===== src/rtl/flit_char_pkg.sv =====
// Shared types and defaults for the flit energy-characterization blocks.
package flit_char_pkg;

  localparam int PAYLOAD_DEF = 20;
  localparam int GAP_DEF     = 7;
  localparam int CNT_W_DEF   = 16;

  // Record fields are stored at this fixed width; blocks use the low CNT_W
  // bits, so CNT_W may be at most REC_W.
  localparam int REC_W = 32;

  typedef enum logic {
    IDLE = 1'b0,
    RECV = 1'b1
  } rx_state_t;

  typedef struct packed {
    logic [REC_W-1:0] flits;
    logic [REC_W-1:0] toggles;
    logic             len_err;
    logic             gap_err;
  } stat_rec_t;

endpackage


===== src/rtl/popcount.sv =====
// Combinational population count of an N-bit word.
module popcount #(
  parameter int N = 17
) (
  input  logic [N-1:0]             data,
  output logic [$clog2(N+1)-1:0]   count
);

  localparam int CW = $clog2(N + 1);

  // Sum of set bits, unrolled at elaboration.
  always_comb begin
    count = '0;
    for (int i = 0; i < N; i++) begin
      count = count + CW'(data[i]);
    end
  end

endmodule


===== src/rtl/flit_sink_monitor.sv =====
// Frames a valid-qualified flit stream into packets, counts flits and bit
// toggles per packet, checks length and inter-packet gap, and offers one
// statistics record per packet over a valid/ready handshake.
module flit_sink_monitor
  import flit_char_pkg::*;
#(
  parameter int N       = 17,
  parameter int PAYLOAD = PAYLOAD_DEF,
  parameter int GAP     = GAP_DEF,
  parameter int CNT_W   = CNT_W_DEF
) (
  input  logic             clk,
  input  logic             rst,
  input  logic             in_valid,
  input  logic [N-1:0]     in_data,
  output logic             stat_valid,
  input  logic             stat_ready,
  output logic [CNT_W-1:0] stat_flits,
  output logic [CNT_W-1:0] stat_toggles,
  output logic             stat_len_err,
  output logic             stat_gap_err,
  output logic             stat_overrun,
  output logic [CNT_W-1:0] pkt_count
);

  localparam int PW = $clog2(N + 1);
  localparam int GW = ($clog2(GAP + 1) < 1) ? 1 : $clog2(GAP + 1);

  rx_state_t        state;
  logic [CNT_W-1:0] flit_cnt;
  logic [CNT_W-1:0] tog_cnt;
  logic [N-1:0]     prev_data;
  logic [GW-1:0]    gap_cnt;
  logic             first_pkt;
  logic             gap_short;
  stat_rec_t        rec;
  logic [PW-1:0]    pop;
  logic             pkt_start;
  logic             pkt_close;
  logic             rec_free;

  popcount #(.N(N)) u_popcount (
    .data  (in_data ^ prev_data),
    .count (pop)
  );

  // Saturating add of a small increment into a working counter.
  function automatic logic [CNT_W-1:0] sat_add(input logic [CNT_W-1:0] a,
                                               input logic [PW-1:0]    b);
    logic [CNT_W:0] s;
    s = {1'b0, a} + (CNT_W + 1)'(b);
    if (s[CNT_W]) return '1;
    return s[CNT_W-1:0];
  endfunction

  // Packet framing events and whether the record register can take a new record.
  always_comb begin
    pkt_start = (state == IDLE) && in_valid;
    pkt_close = (state == RECV) && !in_valid;
    rec_free  = !stat_valid || stat_ready;
  end

  // Receive FSM, working counters, gap tracking and output record.
  always_ff @(posedge clk) begin
    if (rst) begin
      state        <= IDLE;
      flit_cnt     <= '0;
      tog_cnt      <= '0;
      prev_data    <= '0;
      gap_cnt      <= '0;
      first_pkt    <= 1'b1;
      gap_short    <= 1'b0;
      rec          <= '0;
      stat_valid   <= 1'b0;
      stat_overrun <= 1'b0;
      pkt_count    <= '0;
    end else begin
      if (in_valid) begin
        prev_data <= in_data;
      end

      case (state)
        IDLE: begin
          if (in_valid) begin
            state     <= RECV;
            flit_cnt  <= sat_add('0, PW'(1));
            tog_cnt   <= sat_add('0, pop);
            gap_short <= first_pkt ? 1'b0 : (gap_cnt < GW'(GAP));
            first_pkt <= 1'b0;
            gap_cnt   <= '0;
          end else if (gap_cnt < GW'(GAP)) begin
            gap_cnt <= gap_cnt + GW'(1);
          end
        end
        RECV: begin
          if (in_valid) begin
            flit_cnt <= sat_add(flit_cnt, PW'(1));
            tog_cnt  <= sat_add(tog_cnt, pop);
          end else begin
            // The closing cycle is itself the first idle cycle of the gap.
            state   <= IDLE;
            gap_cnt <= (GAP > 0) ? GW'(1) : '0;
          end
        end
        default: state <= IDLE;
      endcase

      if (pkt_close) begin
        pkt_count <= pkt_count + CNT_W'(1);
        if (rec_free) begin
          rec.flits   <= REC_W'(flit_cnt);
          rec.toggles <= REC_W'(tog_cnt);
          rec.len_err <= (REC_W'(flit_cnt) != REC_W'(PAYLOAD));
          rec.gap_err <= gap_short;
          stat_valid  <= 1'b1;
        end else begin
          stat_overrun <= 1'b1;
        end
      end else if (stat_valid && stat_ready) begin
        stat_valid <= 1'b0;
      end
    end
  end

  assign stat_flits   = rec.flits[CNT_W-1:0];
  assign stat_toggles = rec.toggles[CNT_W-1:0];
  assign stat_len_err = rec.len_err;
  assign stat_gap_err = rec.gap_err;

  // Upper record bits are always zero when CNT_W is below the record width.
  if (CNT_W < REC_W) begin : g_rec_pad
    logic unused_rec_hi;
    assign unused_rec_hi = ^{rec.flits[REC_W-1:CNT_W], rec.toggles[REC_W-1:CNT_W]};
  end

endmodule


===== config.mk =====
export PLATFORM = sky130hd
export DESIGN_NAME = flit_sink_monitor
export DESIGN_NICKNAME = d
export VERILOG_FILES = /design/src/rtl/flit_char_pkg.sv /design/src/rtl/popcount.sv /design/src/rtl/flit_sink_monitor.sv
export SDC_FILE = /design/constraint.sdc
export NUM_CORES = 1
export LEC_CHECK = 0
export CAP_MARGIN = 30
export CELL_PAD_IN_SITES_DETAIL_PLACEMENT = 1
export CELL_PAD_IN_SITES_GLOBAL_PLACEMENT = 1
export CORE_AREA = 2 2 112 114
export DETAILED_ROUTE_END_ITERATION = 10
export DIE_AREA = 0 0 114 116
export PLACE_DENSITY_LB_ADDON = 0.1
export SLEW_MARGIN = 0
export SYNTH_ARGS = -nofsm -noshare
export SYNTH_HDL_FRONTEND = slang
export SYNTH_HIERARCHICAL = 1
export SYNTH_SLANG_ARGS = --single-unit

===== constraint.sdc =====
create_clock -name clk -period 9.8 [get_ports clk]
set_clock_uncertainty 0.1 [all_clocks]
set_input_delay 1.96 -clock clk [delete_from_list [all_inputs] [get_ports clk]]
set_output_delay 1.96 -clock clk [all_outputs]
set_load 0.02 [all_outputs]

==> Word-level counts from Yosys, hierarchy flattened <==
Cells that the tools add are included.
{ "op_classes": {"addsub": 20, "n_lt_le_gt_ge": 1, "n_eq_ne": 6, "mux": 31, "bitwise": 3, "reduce_logical": 12} }
{ "op_table": {"columns": ["op", "count"], "rows": [
  ["two-way mux 16 bit", 9],
  ["adder 5 x 1 -> 5 bit", 15],
  ["case mux 16 bit (2 select lines)", 2],
  ["adder 16 x 1 -> 17 bit (second input constant)", 1],
  ["adder 16 x 5 -> 17 bit", 1],
  ["bitwise XOR 17 bit", 1],
  ["adder 16 x 1 -> 16 bit (second input constant)", 1],
  ["two-way mux 1 bit", 16],
  ["!= test 16 x 5 -> 1 bit (second input constant)", 1],
  ["AND reduction 2 bit", 6],
  ["two-way mux 3 bit", 3],
  ["!= test 2 bit (second input constant)", 3],
  ["case mux 3 bit (2 select lines)", 1],
  ["adder 3 x 1 -> 3 bit (second input constant)", 1],
  ["< comparator 3 bit (second input constant)", 1],
  ["!= test 3 x 2 -> 1 bit (second input constant)", 1],
  ["adder 1 x 1 -> 2 bit", 1],
  ["logical AND 1 bit", 2],
  ["logical NOT 1 bit", 2],
  ["!= test 2 x 1 -> 1 bit (second input constant)", 1],
  ["NOT 1 bit", 2],
  ["nonzero test 2 bit", 1],
  ["logical OR 1 bit", 1]
]} }
{ "totals": {"reg_bits": 107, "in_bits": 21, "out_inout_bits": 52, "word_cells": 87} }

==> Logic depth before layout (Yosys ltp) <==
Gate-level depths: netlist of run 1.
{ "depth": {"depth_word": 25, "mapped_depth": 22, "mapped_depth_nobuf": 22} }

==> Modules after synthesis <==
Netlist of run 1, hierarchy kept.
{ "modules_own_cells": {"columns": ["mod", "instances", "cells_per_inst", "area_each_um2", "seq_area_each_um2"], "rows": [
  ["flit_sink_monitor", 1, 561, 4702.0, 2142.1],
  ["popcount", 1, 58, 515.5, 0.0]
]} }

==> Worst setup path before layout of run 1 <==
No wires, ideal clock.
{ "synth_path": {"kind": "input-to-reg", "start": "input in_data[0]", "end": "register tog_cnt[15]", "setup_time_ps": 78, "arrival_time_ps": 6740, "t_required_ps": 9622, "slack_ps": 2882, "cell_stages": 22, "n_path_buf": 0, "path_cell_list": "xor2_1 inv_1 fa_1 inv_1 ha_1 inv_1 fa_1 inv_1 fa_1 inv_1 fa_1 inv_1 ha_1 a21o_1 a21oi_2 xor2_1 ha_1 nand2_1 o21a_1 nor4_2 and4b_1 nor3_1"} }
{ "synth_via": {"elab_chain_cells": 25} }
{ "synth_rtl": {"columns": ["item", "line", "rtl"], "rows": [
  ["start: declaration", "flit_sink_monitor.sv:15", "input logic [N-1:0] in_data,"],
  ["bitwise XOR 17 bit *", "flit_sink_monitor.sv:43", ".data (in_data ^ prev_data),"],
  ["adder 1 x 1 -> 2 bit *", "popcount.sv:15", "count = count + CW'(data[i]);"],
  ["adder 5 x 1 -> 5 bit * (15 in a row)", "popcount.sv:15", null],
  ["named net pop[3]", "flit_sink_monitor.sv:37", "logic [PW-1:0] pop;"],
  ["adder 16 x 5 -> 17 bit *", "flit_sink_monitor.sv:51", "s = {1'b0, a} + (CNT_W + 1)'(b);"],
  ["two-way mux 1 bit", "flit_sink_monitor.sv:52", "if (s[CNT_W]) return '1;"],
  ["two-way mux 1 bit", "flit_sink_monitor.sv:96", "if (in_valid) begin"],
  ["two-way mux 1 bit", "flit_sink_monitor.sv:82", "case (state)"],
  ["two-way mux 1 bit", "flit_sink_monitor.sv:65", "if (rst) begin"],
  ["two-way mux 16 bit *", "flit_sink_monitor.sv:53", "return s[CNT_W-1:0];"],
  ["two-way mux 16 bit *", "flit_sink_monitor.sv:96", null],
  ["case mux 16 bit (2 select lines) *", "flit_sink_monitor.sv:82", null],
  ["end signal: assignment", "flit_sink_monitor.sv:87", "tog_cnt <= sat_add('0, pop);"],
  ["end signal: assignment", "flit_sink_monitor.sv:98", "tog_cnt <= sat_add(tog_cnt, pop);"],
  ["end: declaration", "flit_sink_monitor.sv:31", "logic [CNT_W-1:0] tog_cnt;"]
]} }
Mark *: on every way through the listed nets, which the timed path passes. The rest lies on a longest branch. The select of a mux whose other input is x is not followed.
A chain may end at the register's enable or synchronous reset.

==> Final worst setup path of run 1 <==
Same ends and word-level chain as after synthesis.

==> results.md, run 1 <==
- Combinational share of power: 0.401
- Clock-pin slew on the worst setup and hold paths: 70 ps
- Final worst slack: 2186 ps
- Initial antenna violation count: 0
- Die area: 13,220 sq um
- Total gr overflow: 0
- Finished Core Util: 0.5305
- Run status: completed
- Via-per-instance ratio: 5.412
- Post-synth EDFFs: 0
- Dominant cell by count in the synthesized netlist: sky130_fd_sc_hd__dfxtp_1
- Final critical path time including I/O delays and setup: 7614 ps
- Post-synthesis register bit count: 107
- WP data arrival: 7780 ps
- Cell Pwr Density: 211.2 nW/um^2
- Number of maximum-capacitance violations: 0
- Placed inst area: 6056 sq um
- Setup violators final: 0
- Number of buffers added by the clock tree synthesis step: 9
- Final weighted congestion in routability-driven placement: 0.8666
- Fill cells: 1,452
- Fraction of power spent switching nets: 0.3635
- First-pass GRT wire length: 21.98 mm
- Mean area per synthesized cell: 8.429 sq um
- Chip Height: 116 um
- Highest clock rate: 131.3 MHz
- Antenna viol nets, final: 0
- Residual DRC count: 0
- Startpoint types: primary input
- Pre-CTS setup slack: 1809 ps
- Hold Crit Class: register to register
- Worst reg2reg path depth: 22
- Root Driver: sky130_fd_sc_hd__clkbuf_16
- Area contributors post-synth: sky130_fd_sc_hd__dfxtp_1, sky130_fd_sc_hd__nand2_1, sky130_fd_sc_hd__a21oi_1
- Number of endpoints with negative hold slack in the final report: 0
- Async set or reset register ratio after synthesis: 0
- Static leakage power: 2.386 nW
- Post-route cell area: 6319 sq um
- Antenna cell count: 0
- Site Rows: 40
- Number of primary I/O pins: 73
- Half-perimeter wire length after placement: 9.322 mm
- Period utilisation layout: 0.7770
- Core area: 11,910 sq um
- Mapped cell area: 5218 sq um
- Slew at the pin closest to its max-slew limit: 938.6 ps
- Initial Util: 0.4380
- H-tree level count: 3
- Maximum fanout along the worst path: 9
- Max-slew violation count: 0
- Count of clock tree sinks: 107
- Total Negative Setup Slacks: 0 ps
- Internal power contribution: 0.0008493 W
- Slew headroom: 0.3742
- Post-synth net total: 671
- Worst setup slack for register-to-register paths: 3960 ps
- Fin nets: 731
- Pin count of the biggest net entering global routing: 90
- Post-synthesis instance total: 619
- Post-cts repair resize count: 0
- Post-synth top flop: sky130_fd_sc_hd__dfxtp_1
- Starting DRC count in detailed routing: 180
- Required @ worst endpoint: 9970 ps
- Unique cell type count in the Yosys netlist: 52
- Wirelength, routed: 13.08 mm
- Worst Setup End Kind: register
- Maximum buffer depth of the clock tree: 2
- Layout-stage area growth over the synthesis result: 21.10%
- CTS tree: built
- Sequential fraction of design power: 0.350
- Commonest cells in the netlist: sky130_fd_sc_hd__dfxtp_1, sky130_fd_sc_hd__nand2_1, sky130_fd_sc_hd__a21oi_1
- Post-CTS setup buffer count: 0
- Hold Path End: stat_flits[3]$_SDFFE_PP0P_
- Start of the worst register-to-register path: prev_data[0]$_SDFFE_PP0P_
- Layout cells sized above 1: 0.04240
- Clk Latency, worst-skew pair: 350 ps
- Unrepaired setup endpoints after global routing: false
- Origin of the worst min-delay path: stat_flits[3]$_SDFFE_PP0P_
- Vias in the first global route: 4,444
- Number of vias after detailed routing: 4,497
- Iteration count of the initial detailed-routing pass: 4
- Capture point of the worst reg-to-reg path: tog_cnt[15]$_SDFFE_PP0P_
- Die extent in x: 114 um
- Part of the Yosys area used for sequential elements: 0.4106
- Fraction of post-synthesis cell area in the top cell type by area: 0.4106
- Kind of critical path: primary input to register
- Worst IR drop on VDD: 0.0001035 V
- Net switching power of the design: 0.0004851 W
- Average wire per standard cell: 15.74 um
- Input/output buffers: 72
- Non-filler cells, final: 831
- Yosys synthesis warning count: 6
- Post-synth top area cell: sky130_fd_sc_hd__dfxtp_1
- Gr usage total: 0.2070
- Share of power burned in the clock network: 0.249
- Worst Hold Depth: 2
- Cts hold-fix bufs: 0
- Placed cell count: 815
sequential cells by signal, summed over array words and instances (netlist names):
| name | cells |
|---|---|
| stat_gap_err | 1 |
| flit_cnt | 16 |
| stat_valid | 1 |
| stat_flits | 16 |
| prev_data | 17 |
| gap_short | 1 |
| state | 1 |
| stat_overrun | 1 |
| tog_cnt | 16 |
| first_pkt | 1 |
| stat_len_err | 1 |
| gap_cnt | 3 |
| pkt_count | 16 |
| stat_toggles | 16 |
power by group through the flow:
stage | clock network [W] | logic (W) | registers (W)
global route | 0.000363 | 0.000614 | 0.000469
CTS | 0.000343 | 0.000537 | 0.000467
global placement | 0 | 0.000514 | 0.000476
detailed placement | 0 | 0.000534 | 0.000477
finish | 0.000332 | 0.000535 | 0.000467
floorplan | 0 | 0.000415 | 0.000473
layout by cell type, fill, tap and decap left out, types with 2 or more instances in the layout:
cell type                           n
sky130_fd_sc_hd__nor2_1            55
sky130_fd_sc_hd__nand4b_1           3
sky130_fd_sc_hd__xor2_1            25
sky130_fd_sc_hd__buf_4              4
sky130_fd_sc_hd__or3_1              3
sky130_fd_sc_hd__and3_1             7
sky130_fd_sc_hd__nand2_1           95
sky130_fd_sc_hd__o41ai_1            2
sky130_fd_sc_hd__nand4_1            8
sky130_fd_sc_hd__nor3_1            21
sky130_fd_sc_hd__nand2b_1           4
sky130_fd_sc_hd__a22oi_1            2
sky130_fd_sc_hd__nor2b_1            4
sky130_fd_sc_hd__clkinv_2           3
sky130_fd_sc_hd__nor4_1             5
sky130_fd_sc_hd__clkdlybuf4s50_1   70
sky130_fd_sc_hd__a21o_1             5
sky130_fd_sc_hd__and4b_1            2
sky130_fd_sc_hd__and4_1             3
sky130_fd_sc_hd__buf_2              2
sky130_fd_sc_hd__mux2i_1           17
sky130_fd_sc_hd__a21oi_1           60
sky130_fd_sc_hd__dfxtp_1          107
sky130_fd_sc_hd__o21bai_1           2
sky130_fd_sc_hd__a31oi_1           14
sky130_fd_sc_hd__o31ai_1            2
sky130_fd_sc_hd__fa_1              13
sky130_fd_sc_hd__clkinvlp_4         2
sky130_fd_sc_hd__ha_1              18
sky130_fd_sc_hd__nand3_1           12
sky130_fd_sc_hd__clkbuf_16          9
sky130_fd_sc_hd__and2_1             2
sky130_fd_sc_hd__nor4b_1            2
sky130_fd_sc_hd__o21ai_0           23
sky130_fd_sc_hd__clkbuf_1           2
sky130_fd_sc_hd__nor3b_1            4
sky130_fd_sc_hd__inv_1             40
sky130_fd_sc_hd__a211oi_1           5
sky130_fd_sc_hd__xnor2_1            9
layout make-up:
class	count	area, sq um	area share
timing repair buffer	77	768.2	0.1216
inverter	40	150.1	0.02376
clock buffer	11	232.7	0.03683
clock inverter	5	30.03	0.004752
multi-input combinational	444	2811	0.4450
tap	147	183.9	0.02911
sequential	107	2142	0.3390
how the worst max path moves through the flow:
stage,end,slack [ps],depth (start not counted),start
6_report,tog_cnt[15]$_SDFFE_PP0P_,2190,23,in_data[0]
4_1_cts,tog_cnt[15]$_SDFFE_PP0P_,2190,23,in_data[0]
5_1_grt,tog_cnt[15]$_SDFFE_PP0P_,1840,23,in_data[0]
3_5_place_dp,tog_cnt[15]$_SDFFE_PP0P_,1810,23,in_data[0]
3_3_place_gp,tog_cnt[15]$_SDFFE_PP0P_,2020,23,in_data[0]
2_1_floorplan,tog_cnt[15]$_SDFFE_PP0P_,2880,22,in_data[0]
worst max-delay path, cell delays in order:
cell and delay [ps]:
sky130_fd_sc_hd__clkdlybuf4s50_1 490, sky130_fd_sc_hd__xor2_1 150, sky130_fd_sc_hd__inv_1 70, sky130_fd_sc_hd__fa_1 530
sky130_fd_sc_hd__inv_1 40, sky130_fd_sc_hd__ha_1 270, sky130_fd_sc_hd__inv_1 80, sky130_fd_sc_hd__fa_1 430
sky130_fd_sc_hd__fa_1 510, sky130_fd_sc_hd__fa_1 410, sky130_fd_sc_hd__inv_1 80, sky130_fd_sc_hd__ha_1 170
sky130_fd_sc_hd__inv_1 60, sky130_fd_sc_hd__fa_1 400, sky130_fd_sc_hd__inv_1 80, sky130_fd_sc_hd__a21oi_1 70
sky130_fd_sc_hd__o21bai_1 200, sky130_fd_sc_hd__ha_1 250, sky130_fd_sc_hd__a21oi_1 140, sky130_fd_sc_hd__o21a_1 230
sky130_fd_sc_hd__nor4_2 740, sky130_fd_sc_hd__and4b_1 270, sky130_fd_sc_hd__nor3_1 140
layer usage:
metal / global-route usage / part of all wire
met5: 0 / 0
met2: 0.3381 / 0.47
met3: 0.04289 / 0.034
met1: 0.2790 / 0.48
met4: 0.05935 / 0.0093
per-stage QoR:
stage	hold WS, ps	total power, W
floorplan	328.0	0.0008887
global placement	340.7	0.0009898
detailed placement	341.6	0.001011
CTS	357.5	0.001347
global route	372.4	0.001446
finish	355.0	0.001334
kinds of logic after synthesis:
group                    Yosys count  synth area share
AO/OA/AOI/OAI                    122            0.1350
XOR/XNOR                          34           0.05708
adder cells (fa/ha/maj)           31           0.09305
buffers and inverters             68           0.05108
flip-flops                       107            0.4106
multiplexers                      17           0.03261
AND/OR/NAND/NOR                  240            0.2206
(Power assumes the default switching activity.)
==> run 2, diff against run 1 <==
--- a/config.mk
+++ b/config.mk
@@ -8,9 +8,9 @@
 export CAP_MARGIN = 30
 export CELL_PAD_IN_SITES_DETAIL_PLACEMENT = 1
 export CELL_PAD_IN_SITES_GLOBAL_PLACEMENT = 1
-export CORE_AREA = 2 2 112 114
+export CORE_AREA = 2 2 116 118
 export DETAILED_ROUTE_END_ITERATION = 10
-export DIE_AREA = 0 0 114 116
+export DIE_AREA = 0 0 118 120
 export PLACE_DENSITY_LB_ADDON = 0.1
 export SLEW_MARGIN = 0
 export SYNTH_ARGS = -nofsm -noshare
==> constraint.sdc (replaced) <==
create_clock -name clk -period 7.3 [get_ports clk]
set_clock_uncertainty 0.1 [all_clocks]
set_input_delay 1.46 -clock clk [delete_from_list [all_inputs] [get_ports clk]]
set_output_delay 1.46 -clock clk [all_outputs]
set_load 0.02 [all_outputs]
==> run 2 against run 1 <==
  * Die area rose by 7.1%
  * Critical endpoint is now tog_cnt[8]$_SDFFE_PP0P_
  * Clock power rose by 31%
  * Sequential share of layout area fell by 0.22 points
  * Sequential power grew 34%
  * Critical path type unchanged
  * Count of clock-buffer cells in the layout increased by 3
  * Critical path depth stayed put
==> results.md, run 2 (synthesis results as in run 1) <==
- Gr usage total: 0.1918 (-0.01519)
- Register name with the most flops: prev_data
- Total gr overflow: 0 (unchanged)
- Bufs and invs on worst path: 7 (unchanged)
- Number of endpoints with negative hold slack in the final report: 0 (unchanged)
- Antenna cell count: 0 (unchanged)
- H-tree level count: 3 (unchanged)
- Final critical path time including I/O delays and setup: 6935 ps
- Antenna viol nets, final: 0 (unchanged)
- First-pass GRT wire length: 22.31 mm (+1.5%)
- Max-slew violation count: 0 (unchanged)
- Number of buffers added by the clock tree synthesis step: 9 (unchanged)
- Highest clock rate: 144.2 MHz
- Static leakage power: 2.405 nW (+0.80%)
- Die extent in x: 118 um (+3.5%)
- Root Driver: sky130_fd_sc_hd__clkbuf_16
- Half-perimeter wire length after placement: 9.277 mm (-0.49%)
- Chip Height: 120 um (+3.4%)
- Pin count of the biggest net entering global routing: 90 (unchanged)
- Hold Crit Class: register to register
- Via-per-instance ratio: 5.244 (-3.1%)
- Residual DRC count: 0 (unchanged)
- Site Rows: 42 (+5.0%)
- Count of clock tree sinks: 107 (unchanged)
- Setup violators final: 0 (unchanged)
- Clock-pin slew on the worst setup and hold paths: 70 ps (about the same)
- Vias in the first global route: 4,610 (+3.7%)
- Clk Latency, worst-skew pair: 350 ps (about the same)
- Number of primary I/O pins: 73 (unchanged)
- Starting DRC count in detailed routing: 145 (-19%)
- Cell-by-cell listing of the critical path: clkdlybuf4s50_1, xor2_1, inv_1, fa_1, inv_1, ha_1, inv_1, fa_1, inv_1, fa_1, inv_1, fa_1, inv_1, ha_1, a21o_1, a21oi_2, xor2_1, ha_1, nand2_1, o21a_1, nor4_4, nand4b_1, nor3b_1
- Number of vias after detailed routing: 4,510 (+0.29%)
- Cell at the slowest stage of the critical path: sky130_fd_sc_hd__fa_1
- Post-cts repair resize count: 0 (unchanged)
- Iteration count of the initial detailed-routing pass: 4 (unchanged)
- Number of flip-flops under the largest register name: 17 (unchanged)
- Final weighted congestion in routability-driven placement: 0.8248 (-4.8%)
- Most common cell after layout, fill and taps aside: sky130_fd_sc_hd__dfxtp_1
- Fin nets: 733 (+0.27%)
- Initial antenna violation count: 0 (unchanged)
- Maximum buffer depth of the clock tree: 2 (unchanged)
- Core area: 12,980 sq um (+9.0%)
- Input/output buffers: 72 (unchanged)
- Cts hold-fix bufs: 0 (unchanged)
- Slew at the pin closest to its max-slew limit: 955.0 ps (+16.38 ps)
- Startpoint types: primary input
- Required @ worst endpoint: 7470 ps (-2500 ps)
- Wirelength, routed: 12.92 mm (-1.2%)
- CP most frequent cell: sky130_fd_sc_hd__inv_1
- Total Negative Setup Slacks: 0 ps (unchanged)
- Initial Util: 0.4020 (-0.03606)
- Kind of critical path: primary input to register
- Layout cells sized above 1: 0.03801 (-0.004386)
- Crit path largest cell delay: 590 ps (-150 ps)
- Worst IR drop on VDD: 0.0001823 V (+76%)
- Die area: 14,160 sq um (+7.1%)
- Slew headroom: 0.3633 (-0.01092)
- Cell Pwr Density: 282.2 nW/um^2 (+34%)
- CP delay by family, top: adder cells
- CTS tree: built
- Post-CTS setup buffer count: 0 (unchanged)
- Placed cell count: 846 (+3.8%)
- Top library cells by usage in the layout, fill and taps aside: sky130_fd_sc_hd__dfxtp_1, sky130_fd_sc_hd__nand2_1, sky130_fd_sc_hd__clkdlybuf4s50_1
- Non-filler cells, final: 860 (+3.5%)
- Number of maximum-capacitance violations: 0 (unchanged)
- Unrepaired setup endpoints after global routing: false
- Maximum fanout along the worst path: 9 (unchanged)
- Layout-stage area growth over the synthesis result: 21.89%
- WP data arrival: 7100 ps (-680 ps)
- Average wire per standard cell: 15.03 um (-4.5%)
- Period utilisation layout: 0.9500
- Run status: completed
- Worst Setup End Kind: register
[run 2: area by class of cell]
class | count | area [sq um]
Tap cell | 176 | 220.2
Timing Repair Buffer | 79 | 783.3
Sequential cell | 107 | 2142
Fill cell | 1562 | 6620
Multi-Input combinational cell | 444 | 2820
Clock buffer | 14 | 244.0
Inverter | 40 | 150.1
[run 2: worst paths after layout]
path / start / to / slack, ps / cells after the start
worst max-delay path: in_data[0] / tog_cnt[8]$_SDFFE_PP0P_ / 370 / 23
worst min-delay path: stat_toggles[15]$_SDFFE_PP0P_ / stat_toggles[15]$_SDFFE_PP0P_ / 350 / 2
worst max register to register: prev_data[0]$_SDFFE_PP0P_ / tog_cnt[8]$_SDFFE_PP0P_ / 1630 / 22
worst min register to register: stat_toggles[15]$_SDFFE_PP0P_ / stat_toggles[15]$_SDFFE_PP0P_ / 350 / 2
[run 2: metal layers]
layer	vias to the layer above	part of all wire	routed length, um	track usage
li1	2228	-	-	-
met1	2217	0.45	5778	0.2327
met2	52	0.51	6581	0.3434
met3	13	0.024	311	0.02899
met4	0	0.020	253	0.07154
met5	-	0	0	0
[run 2: power breakdown]
part,switching [W],internal [W],total (W)
combinational,0.000424,0.000310,0.000733
sequential,0.0000217,0.000605,0.000627
clock,0.000206,0.000229,0.000435
[run 2: per-stage QoR]
step	worst slack, ps	cell area, sq um	utilization	hold slack [ps]	total power (W)
after floorplan	881.9	5218	-	328.0	0.001193
after global placement	6.646	6072	0.4678	337.7	0.001314
after detailed placement	-201.8	6107	0.4705	348.6	0.001378
after CTS	190.0	6351	0.4893	358.0	0.001814
after global routing	33.92	6360	0.4900	376.2	0.001931
final	365.3	6360	0.4900	354.2	0.001795
[run 2: tightest hold or removal path: cells and delay by family, from the launching register on]
| family | cells | cell delay [ps] |
|---|---|---|
| AND/OR/NAND/NOR | 1 | 50 |
| AO/OA/AOI/OAI | 1 | 50 |
| flip-flops | 1 | 310 |
==> run 3, diff against run 2 <==
==> constraint.sdc (replaced) <==
create_clock -name clk -period 7.3 [get_ports clk]
set_clock_uncertainty 0.1 [all_clocks]
set_input_delay 1.46 -clock clk [delete_from_list [all_inputs] [get_ports clk]]
set_output_delay 1.46 -clock clk [all_outputs]
set_load 0.005 [all_outputs]
==> results of run 3 <==
The final DEF is identical to that of run 2. Status: completed.
Main changes from that run: total power 0.001795 W -> 0.001792 W
